$ cat config.mk
export PLATFORM = sky130hd
export DESIGN_NAME = cdc1_ctrl
export DESIGN_NICKNAME = d
export VERILOG_FILES = /design/src/rtl/cdc1_ctrl.sv
export SDC_FILE = /design/constraint.sdc
export NUM_CORES = 1
export LEC_CHECK = 0
export ABC_AREA = 0
export CAP_MARGIN = 10
export CORE_MARGIN = 3
export CORE_UTILIZATION = 60
export CTS_BUF_LIST = sky130_fd_sc_hd__clkbuf_4
export DETAILED_ROUTE_END_ITERATION = 12
export MAX_ROUTING_LAYER = met4
export PLACE_DENSITY = 0.82
export SETUP_SLACK_MARGIN = 0.4
export SLEW_MARGIN = 20
export SYNTH_ARGS = -nofsm -noshare
export SYNTH_HDL_FRONTEND = slang
export SYNTH_SLANG_ARGS = --single-unit
$ cat constraint.sdc
create_clock -name CLK -period 2.4 [get_ports CLK]
set_input_delay 0.36 -clock CLK [delete_from_list [all_inputs] [get_ports CLK]]
set_output_delay 0.36 -clock CLK [all_outputs]
set_load 0.005 [all_outputs]
$ cat src/rtl/cdc1_ctrl.sv
`default_nettype none
// =====================================================================
// cdc1_ctrl : precharge/evaluate sequencer and discharge-time digitiser
//             for one cdc1 cell. Option macro: CDC1_CTRL_AVG_EN
// Rev 1.0
// =====================================================================
module cdc1_ctrl #(
  parameter int CNT_W   = 10,
  parameter int PRE_CYC = 8
) (
  input  logic             CLK,
  input  logic             RSTN,
  input  logic             START,
  output logic             BUSY,
  output logic             I1,
  output logic             I2,
  input  logic             VO_IN,
  output logic [CNT_W-1:0] RES,
  output logic             TMO,
  output logic             RES_VLD,
  input  logic             RES_RDY
);

  typedef enum logic [2:0] {
    S_IDLE  = 3'd0,
    S_PRECH = 3'd1,
    S_GAP   = 3'd2,
    S_EVAL  = 3'd3,
    S_DONE  = 3'd4
  } state_t;

  localparam int              PW         = (PRE_CYC > 1) ? $clog2(PRE_CYC) : 1;
  localparam logic [PW-1:0]   c_pre_last = PW'(PRE_CYC - 1);
  localparam logic [CNT_W-1:0] c_cnt_max = '1;

  state_t           r_state, w_next;
  logic             r_vo_m, r_vo_s;
  logic [PW-1:0]    r_pcnt;
  logic [CNT_W-1:0] r_cnt, w_res_val;
  logic             r_i1, r_i2, r_busy, r_res_vld, r_tmo;
  logic [CNT_W-1:0] r_res;
  logic             w_tmo_hit, w_eval_end, w_last_pass, w_capture;

  // Reset to 1 so a released cell does not look discharged.
  always_ff @(posedge CLK or negedge RSTN) begin
    if (!RSTN) begin
      r_vo_m <= 1'b1;
      r_vo_s <= 1'b1;
    end else begin
      r_vo_m <= VO_IN;
      r_vo_s <= r_vo_m;
    end
  end

  assign w_tmo_hit  = (r_cnt == c_cnt_max);
  assign w_eval_end = w_tmo_hit || !r_vo_s;
  assign w_capture  = (r_state == S_EVAL) && w_eval_end && (w_tmo_hit || w_last_pass);

`ifdef CDC1_CTRL_AVG_EN
  logic [1:0]       r_pass;
  logic [CNT_W+1:0] r_acc, w_acc_sum;

  assign w_acc_sum   = r_acc + {2'b00, r_cnt};
  assign w_last_pass = (r_pass == 2'd3);
  assign w_res_val   = w_acc_sum[CNT_W+1:2];

  always_ff @(posedge CLK or negedge RSTN) begin
    if (!RSTN) begin
      r_pass <= '0;
      r_acc  <= '0;
    end else if (r_state == S_IDLE) begin
      r_pass <= '0;
      r_acc  <= '0;
    end else if ((r_state == S_EVAL) && w_eval_end) begin
      r_pass <= r_pass + 2'd1;
      r_acc  <= w_acc_sum;
    end
  end
`else
  assign w_last_pass = 1'b1;
  assign w_res_val   = r_cnt;
`endif

  always_comb begin
    w_next = r_state;
    case (r_state)
      S_IDLE:  if (START) w_next = S_PRECH;
      S_PRECH: if (r_pcnt == c_pre_last) w_next = S_GAP;
      S_GAP:   w_next = S_EVAL;
      S_EVAL:  if (w_eval_end) w_next = (w_tmo_hit || w_last_pass) ? S_DONE : S_PRECH;
      S_DONE:  if (r_res_vld && RES_RDY) w_next = S_IDLE;
      default: w_next = S_IDLE;
    endcase
  end

  // Gate drives are registered from the next state so they line up with it.
  always_ff @(posedge CLK or negedge RSTN) begin
    if (!RSTN) begin
      r_state   <= S_IDLE;
      r_i1      <= 1'b1;
      r_i2      <= 1'b0;
      r_busy    <= 1'b0;
      r_res_vld <= 1'b0;
      r_pcnt    <= '0;
      r_cnt     <= '0;
    end else begin
      r_state   <= w_next;
      r_i1      <= (w_next != S_PRECH);
      r_i2      <= (w_next == S_EVAL);
      r_busy    <= (w_next != S_IDLE);
      r_res_vld <= (w_next == S_DONE);
      r_pcnt    <= (r_state == S_PRECH) ? r_pcnt + PW'(1) : '0;
      if ((w_next == S_EVAL) && (r_state != S_EVAL))
        r_cnt <= '0;
      else if ((r_state == S_EVAL) && r_vo_s && !w_tmo_hit)
        r_cnt <= r_cnt + CNT_W'(1);
    end
  end

  always_ff @(posedge CLK or negedge RSTN) begin
    if (!RSTN) begin
      r_res <= '0;
      r_tmo <= 1'b0;
    end else if (w_capture) begin
      r_tmo <= w_tmo_hit;
      r_res <= w_tmo_hit ? c_cnt_max : w_res_val;
    end
  end

  assign I1      = r_i1;
  assign I2      = r_i2;
  assign BUSY    = r_busy;
  assign RES     = r_res;
  assign TMO     = r_tmo;
  assign RES_VLD = r_res_vld;

endmodule
`default_nettype wire

==> results of run 1 <==
==> cell usage after synthesis (2+ instances only) <==
master,n,area share [%]
a21oi_1,7,2.3
ha_1,3,2.5
o211ai_1,2,0.98
nor2_1,5,1.2
dfrtp_1,30,49
nor2b_1,4,1.6
and3_1,3,1.2
dfstp_2,3,5.2
or3_1,4,1.6
nand2_1,9,2.2
mux2_2,8,5.9
o21ai_0,7,2.3
nand3_1,4,1.3
nand2b_1,2,0.82
nor3_1,4,1.3
inv_1,6,1.5
==> routing by layer <==
layer | up-vias | global-route usage [%] | part of all wire [%]
met1 | 553 | 25.4 | 43
met2 | 44 | 29.7 | 49
met5 | - | - | 0
met4 | 0 | 9.49 | 1.7
li1 | 520 | - | -
met3 | 7 | 5.75 | 6.3
==> worst max-delay path by stage <==
stage / from / to / slack, ns
2_1_floorplan: r_cnt[0] / RES[2] / 0.74
3_3_place_gp: r_cnt[0] / RES[6] / 0.57
3_5_place_dp: r_cnt[0] / RES[5] / 0.49
4_1_cts: r_cnt[0] / RES[5] / 0.47
5_1_grt: r_cnt[0] / BUSY / 0.39
6_report: r_cnt[0] / BUSY / 0.47
==> power by group through the flow <==
| stage | clock network [mW] | registers [mW] | logic, mW |
|---|---|---|---|
| after global placement | 0 | 0.712 | 0.230 |
| after detailed placement | 0 | 0.716 | 0.241 |
| after CTS | 0.312 | 0.706 | 0.242 |
| after floorplan | 0 | 0.686 | 0.182 |
| after global routing | 0.336 | 0.722 | 0.272 |
| final | 0.304 | 0.709 | 0.239 |
==> registers in the layout, summed over array words and instances, names as in the netlist <==
signal and count:
BUSY 1, I1 1, I2 1, RES 10, RES_VLD 1, TMO 1
r_cnt 10, r_pcnt 3, r_state 3, r_vo_m 1, r_vo_s 1
==> cell usage in the layout, fill, tap and decap left out, types with 4 or more instances in the layout <==
| master | n |
|---|---|
| nor3_1 | 4 |
| inv_1 | 6 |
| a21oi_1 | 7 |
| clkdlybuf4s50_1 | 19 |
| nand3_1 | 4 |
| mux2_2 | 8 |
| or3_1 | 4 |
| nor2b_1 | 4 |
| clkbuf_4 | 5 |
| dfrtp_1 | 30 |
| o21ai_0 | 7 |
| nand2_1 | 9 |
| nor2_1 | 5 |
==> layout make-up <==
cell class | instances | area (um2) | share of cell area (%)
timing repair buffer | 20 | 198 | 11.0
multi-input combinational | 87 | 658 | 36.6
inverter | 6 | 22.5 | 1.25
clock buffer | 5 | 37.5 | 2.09
tap | 28 | 35.0 | 1.95
clock inverter | 3 | 17.5 | 0.974
sequential | 33 | 830 | 46.1
==> logic make-up after synthesis <==
group           count (synthesis)  synth area share [%]
fa+ha+maj                       3                  2.45
mux                             9                  6.54
simple gates                   45                  18.3
xor+xnor                        2                  1.14
compound gates                 28                  13.5
buf+inv                        10                  3.84
flops                          33                  54.2
==> impl_metrics.ini, run 1 <==
[run_status]
status = finished clean

[critical_path]
cp_top_family = simple AND/OR/NAND/NOR gates
path_buf_inv = 0
worstPathCellList = ha_1 -> nand3_2 -> nor3_2 -> nor2b_1 -> or3_1
cpPeakStageDelay_ns = 0.44
reg2reg_from = r_cnt[0]
worst_ep_required_time_ns = 2.63
worstPathArrival_ns = 2.16
slowest_stage = dfrtp_1
endpoint_kind = flip-flop
worstRegToRegCells = 5
crit_cells = 5
critical_path_class = flip-flop to flip-flop
crit_fanout = 6
rrSetupSlack_ns = 0.47
timing.rr.end = BUSY
crit_path_start_kind = flip-flop

[pwr]
total_power_mw = 1.25
switchingPower_mw = 0.373
share_comb_of_total_power_pct = 19.1
p_clk_share_pct = 24.3
intPower_mw = 0.879
p_sw_share_pct = 29.8
p_leak_nw = 0.812
power_density_nw_per_um2 = 697
seq_power_share_pct = 56.6
irDropWorstVdd_mv = 0.704

[route]
drc = 0
via_per_inst = 6.18
final_antenna_net_count = 0
drt-initial-drc-count = 26
routed_wl_um = 2800
first_pass_iters = 4
wl_per_cell_um = 15.4
dr_total_vias = 1124

[cts]
cts_buffers = 5
root_buffer = clkbuf_4
htree_num_levels = 2
clk_latency_ns = 0.34
hold_buffers = 0
clk_pin_slew_ns = 0.10
cts_tree = yes
cts_setup_buffers = 0
cts.path.max_buffers = 2
cts_sinks = 33
cts_resized = 0

[placed_design]
place.gp.congestion = 0.771
place_ws_ns = 0.485
placed_area_um2 = 1730
post-place-cells = 174
dpl.hpwl_um = 1930
portBuffers = 19

[floorplanning]
die_area_um2 = 3190
pin_count = 20
rows = 17
start_util_pct = 66.0
die_y_um = 56.5
core_um2 = 2320
fp.dieW_um = 56.5

[sta]
fin_ws_ns = 0.473
fin_crit_ns = 1.93
drv_slew = 0
fmax_mhz = 519
finalHoldViolations = 0
finClkSkew_ns = 0.00652
max_slew_margin_pct = 65.1
tns_ns = 0
period_share_pct = 80.3
finalSetupViolCount = 0
holdWs_ns = 0.365
grt_setup_unrepaired = yes
worst_pin_slew_ns = 0.522

[yosys]
netlist_area_um2 = 1530
ys_warn_count = 0
syn_area_per_cell_um2 = 11.8
syn_inst = 130
synth-edff-count = 0
yosysUniqueCellTypes = 45
syn_nets = 138
synth-main-ff-cell = dfrtp_1
synth_seq_cells = 33
async_reset_ff_share_pct = 100
ys_seq_area_share_pct = 54.2

[cells_and_area]
final_cells = 182
n_fill_cell = 164
fin_nets = 161
syn_to_final_growth_pct = 17.5
antenna_cells = 0
final_util_pct = 77.5
stdcell_area_um2 = 1800
drive_gt1_share_pct = 19.5

[run]
max_cap_violations = 0

[hold_path]
hold_start = r_vo_m
whs_path_depth = 0
min_path_type = flip-flop to flip-flop
hold_end = r_vo_s

[global_route]
grt_pass1_vias = 1056
grt_max_degree = 34
grt_overflow = 0
grt_pass1_wl_um = 4840
grt_antenna_before_repair = 0
track_usage_pct = 20.1
No activity file was read; power rests on OpenSTA's default activity.
==> inputs of run 2 (changes only) <==
- CORE_UTILIZATION: 60 -> 56
- PLACE_DENSITY: 0.82 -> 0.77
- clock period: 2.4 -> 1.8 ns (I/O delays scaled with it)
==> impl_metrics.ini, run 2 (synthesis results as in run 1) <==
[cts]
cts_buffers = 5
cts_sinks = 33
htree_num_levels = 2
clk_latency_ns = 0.33
clk_pin_slew_ns = 0.10
root_buffer = clkbuf_4
cts_tree = yes
cts.path.max_buffers = 2

[cells_and_area]
drive_gt1_share_pct = 38.3
syn_to_final_growth_pct = 37.2
antenna_cells = 0
fin_nets = 187
final_common_cell = dfrtp_1
n_fill_cell = 148
final_cell_mix = 23 x dfrtp_1, 21 x buf_4, 15 x dlygate4sd2_1, 8 x nand2_1, 8 x mux2_4

[floorplanning]
core_um2 = 2540
start_util_pct = 60.1
rows = 18
pin_count = 20
fp.dieW_um = 58.3
die_area_um2 = 3400
die_y_um = 58.3

[pwr]
switchingPower_mw = 0.530
p_leak_nw = 1.05
total_power_mw = 1.75
p_sw_share_pct = 30.2
power_density_nw_per_um2 = 835
share_comb_of_total_power_pct = 26.4
intPower_mw = 1.22
p_clk_share_pct = 21.7
irDropWorstVdd_mv = 0.856
seq_power_share_pct = 51.9

[route]
first_pass_iters = 4
wl_per_cell_um = 17.2
dr_total_vias = 1232
drt-initial-drc-count = 37
drc = 0
via_per_inst = 5.87
routed_wl_um = 3620
final_antenna_net_count = 0

[critical_path]
timing.rr.end = RES[6]
critical_path_class = flip-flop to flip-flop
reg2reg_from = r_cnt[0]
worstPathArrival_ns = 1.88
crit_fanout = 5
endpoint_kind = flip-flop
worst_ep_required_time_ns = 2.03
rrSetupSlack_ns = 0.14
critPathLaunch = r_cnt[0]
worstRegToRegCells = 7
crit_path_start_kind = flip-flop

[placed_design]
dpl.hpwl_um = 2020
portBuffers = 19
place.gp.congestion = 0.765

[global_route]
grt_max_degree = 34
grt_overflow = 0
grt_antenna_before_repair = 0
track_usage_pct = 23.1
grt_pass1_vias = 1166
grt_pass1_wl_um = 5580

[sta]
max_slew_margin_pct = 70.5
period_share_pct = 92.1
tns_ns = 0
holdWs_ns = 0.333
finalSetupViolCount = 0
worst_pin_slew_ns = 0.442
finClkSkew_ns = 0.00923
fmax_mhz = 603
grt_setup_unrepaired = yes
drv_slew = 0
fin_crit_ns = 1.66
finalHoldViolations = 0

[run]
max_cap_violations = 0

[run_status]
status = finished clean

[hold_path]
min_path_type = primary input to async pin
[run 2: changes by cell type in the layout (fill, tap and decap cells not counted), moves of 2 or more]
cell,previous run,this run
a21oi_1,7,5
a21oi_2,0,2
buf_4,1,21
buf_6,0,4
clkdlybuf4s50_1,19,4
clkinv_1,0,2
dfrtp_1,30,23
dfrtp_2,0,7
dlygate4sd2_1,0,15
mux2_2,8,0
mux2_4,0,8
[run 2: layout make-up]
type,count,area [um2],share of cell area [%]
clock inverters,3,12.5,0.596
inverters,6,22.5,1.07
repair buffers,45,394,18.8
multi-input cells,88,757,36.1
clock buffers,5,37.5,1.79
flip-flops and latches,33,838,39.9
well taps,30,37.5,1.79
[run 2: how the worst max path moves through the flow]
stage                     endpoint  slack, ns  cells after the start
after CTS                   RES[6]       0.17                      7
after floorplan               BUSY       0.26                      5
after global routing        RES[8]       0.05                      6
after detailed placement    RES[6]       0.09                      5
final                       RES[6]       0.14                      7
after global placement      RES[5]       0.16                      5
[run 2: what timing repair did]
item / CTS / global route
pin swaps: 8 / 7
setup endpoints to repair: 38 / 27
gates cloned: 1 / 0
hold endpoints to repair: 0 / 0
buffers inserted: 13 / 6
hold buffers: 0 / 0
gates resized for setup: 32 / 12
[run 2: metal layers]
layer  vias up  share of wire, %  global-route usage, %  wire [um]
met4         0               2.2                   7.28         81
met2        41                52                   35.9       1880
met5         -                 0                      -          0
met3        12               5.4                   8.91        196
met1       605                40                   27.6       1460
li1        574                 -                      -          -
[run 2: metrics by stage]
| stage | std cells | setup WS, ns | area [um2] | utilization, % |
|---|---|---|---|---|
| 3_3_place_gp | 182 | 0.155 | 1810 | 71.0 |
| 5_1_grt | 210 | 0.0464 | 2100 | 82.5 |
| 3_5_place_dp | 182 | 0.0878 | 1810 | 71.0 |
| 6_report | 210 | 0.143 | 2100 | 82.5 |
| 2_1_floorplan | 130 | 0.257 | 1560 | - |
| 4_1_cts | 204 | 0.175 | 2010 | 78.8 |
[run 2: power groups by stage]
stage	clock network [mW]	registers, mW	logic (mW)
after global routing	0.425	0.920	0.518
after floorplan	0	0.922	0.251
final	0.381	0.911	0.462
after detailed placement	0	0.929	0.396
after global placement	0	0.927	0.378
after CTS	0.390	0.906	0.428
[run 2: critical path, stage by stage (launching register included)]
cell     delay (ns)
dfrtp_2        0.41
ha_4           0.16
nand3_4        0.11
nor3_4         0.25
buf_6          0.14
o21ai_4        0.06
buf_12         0.14
mux2_4         0.30
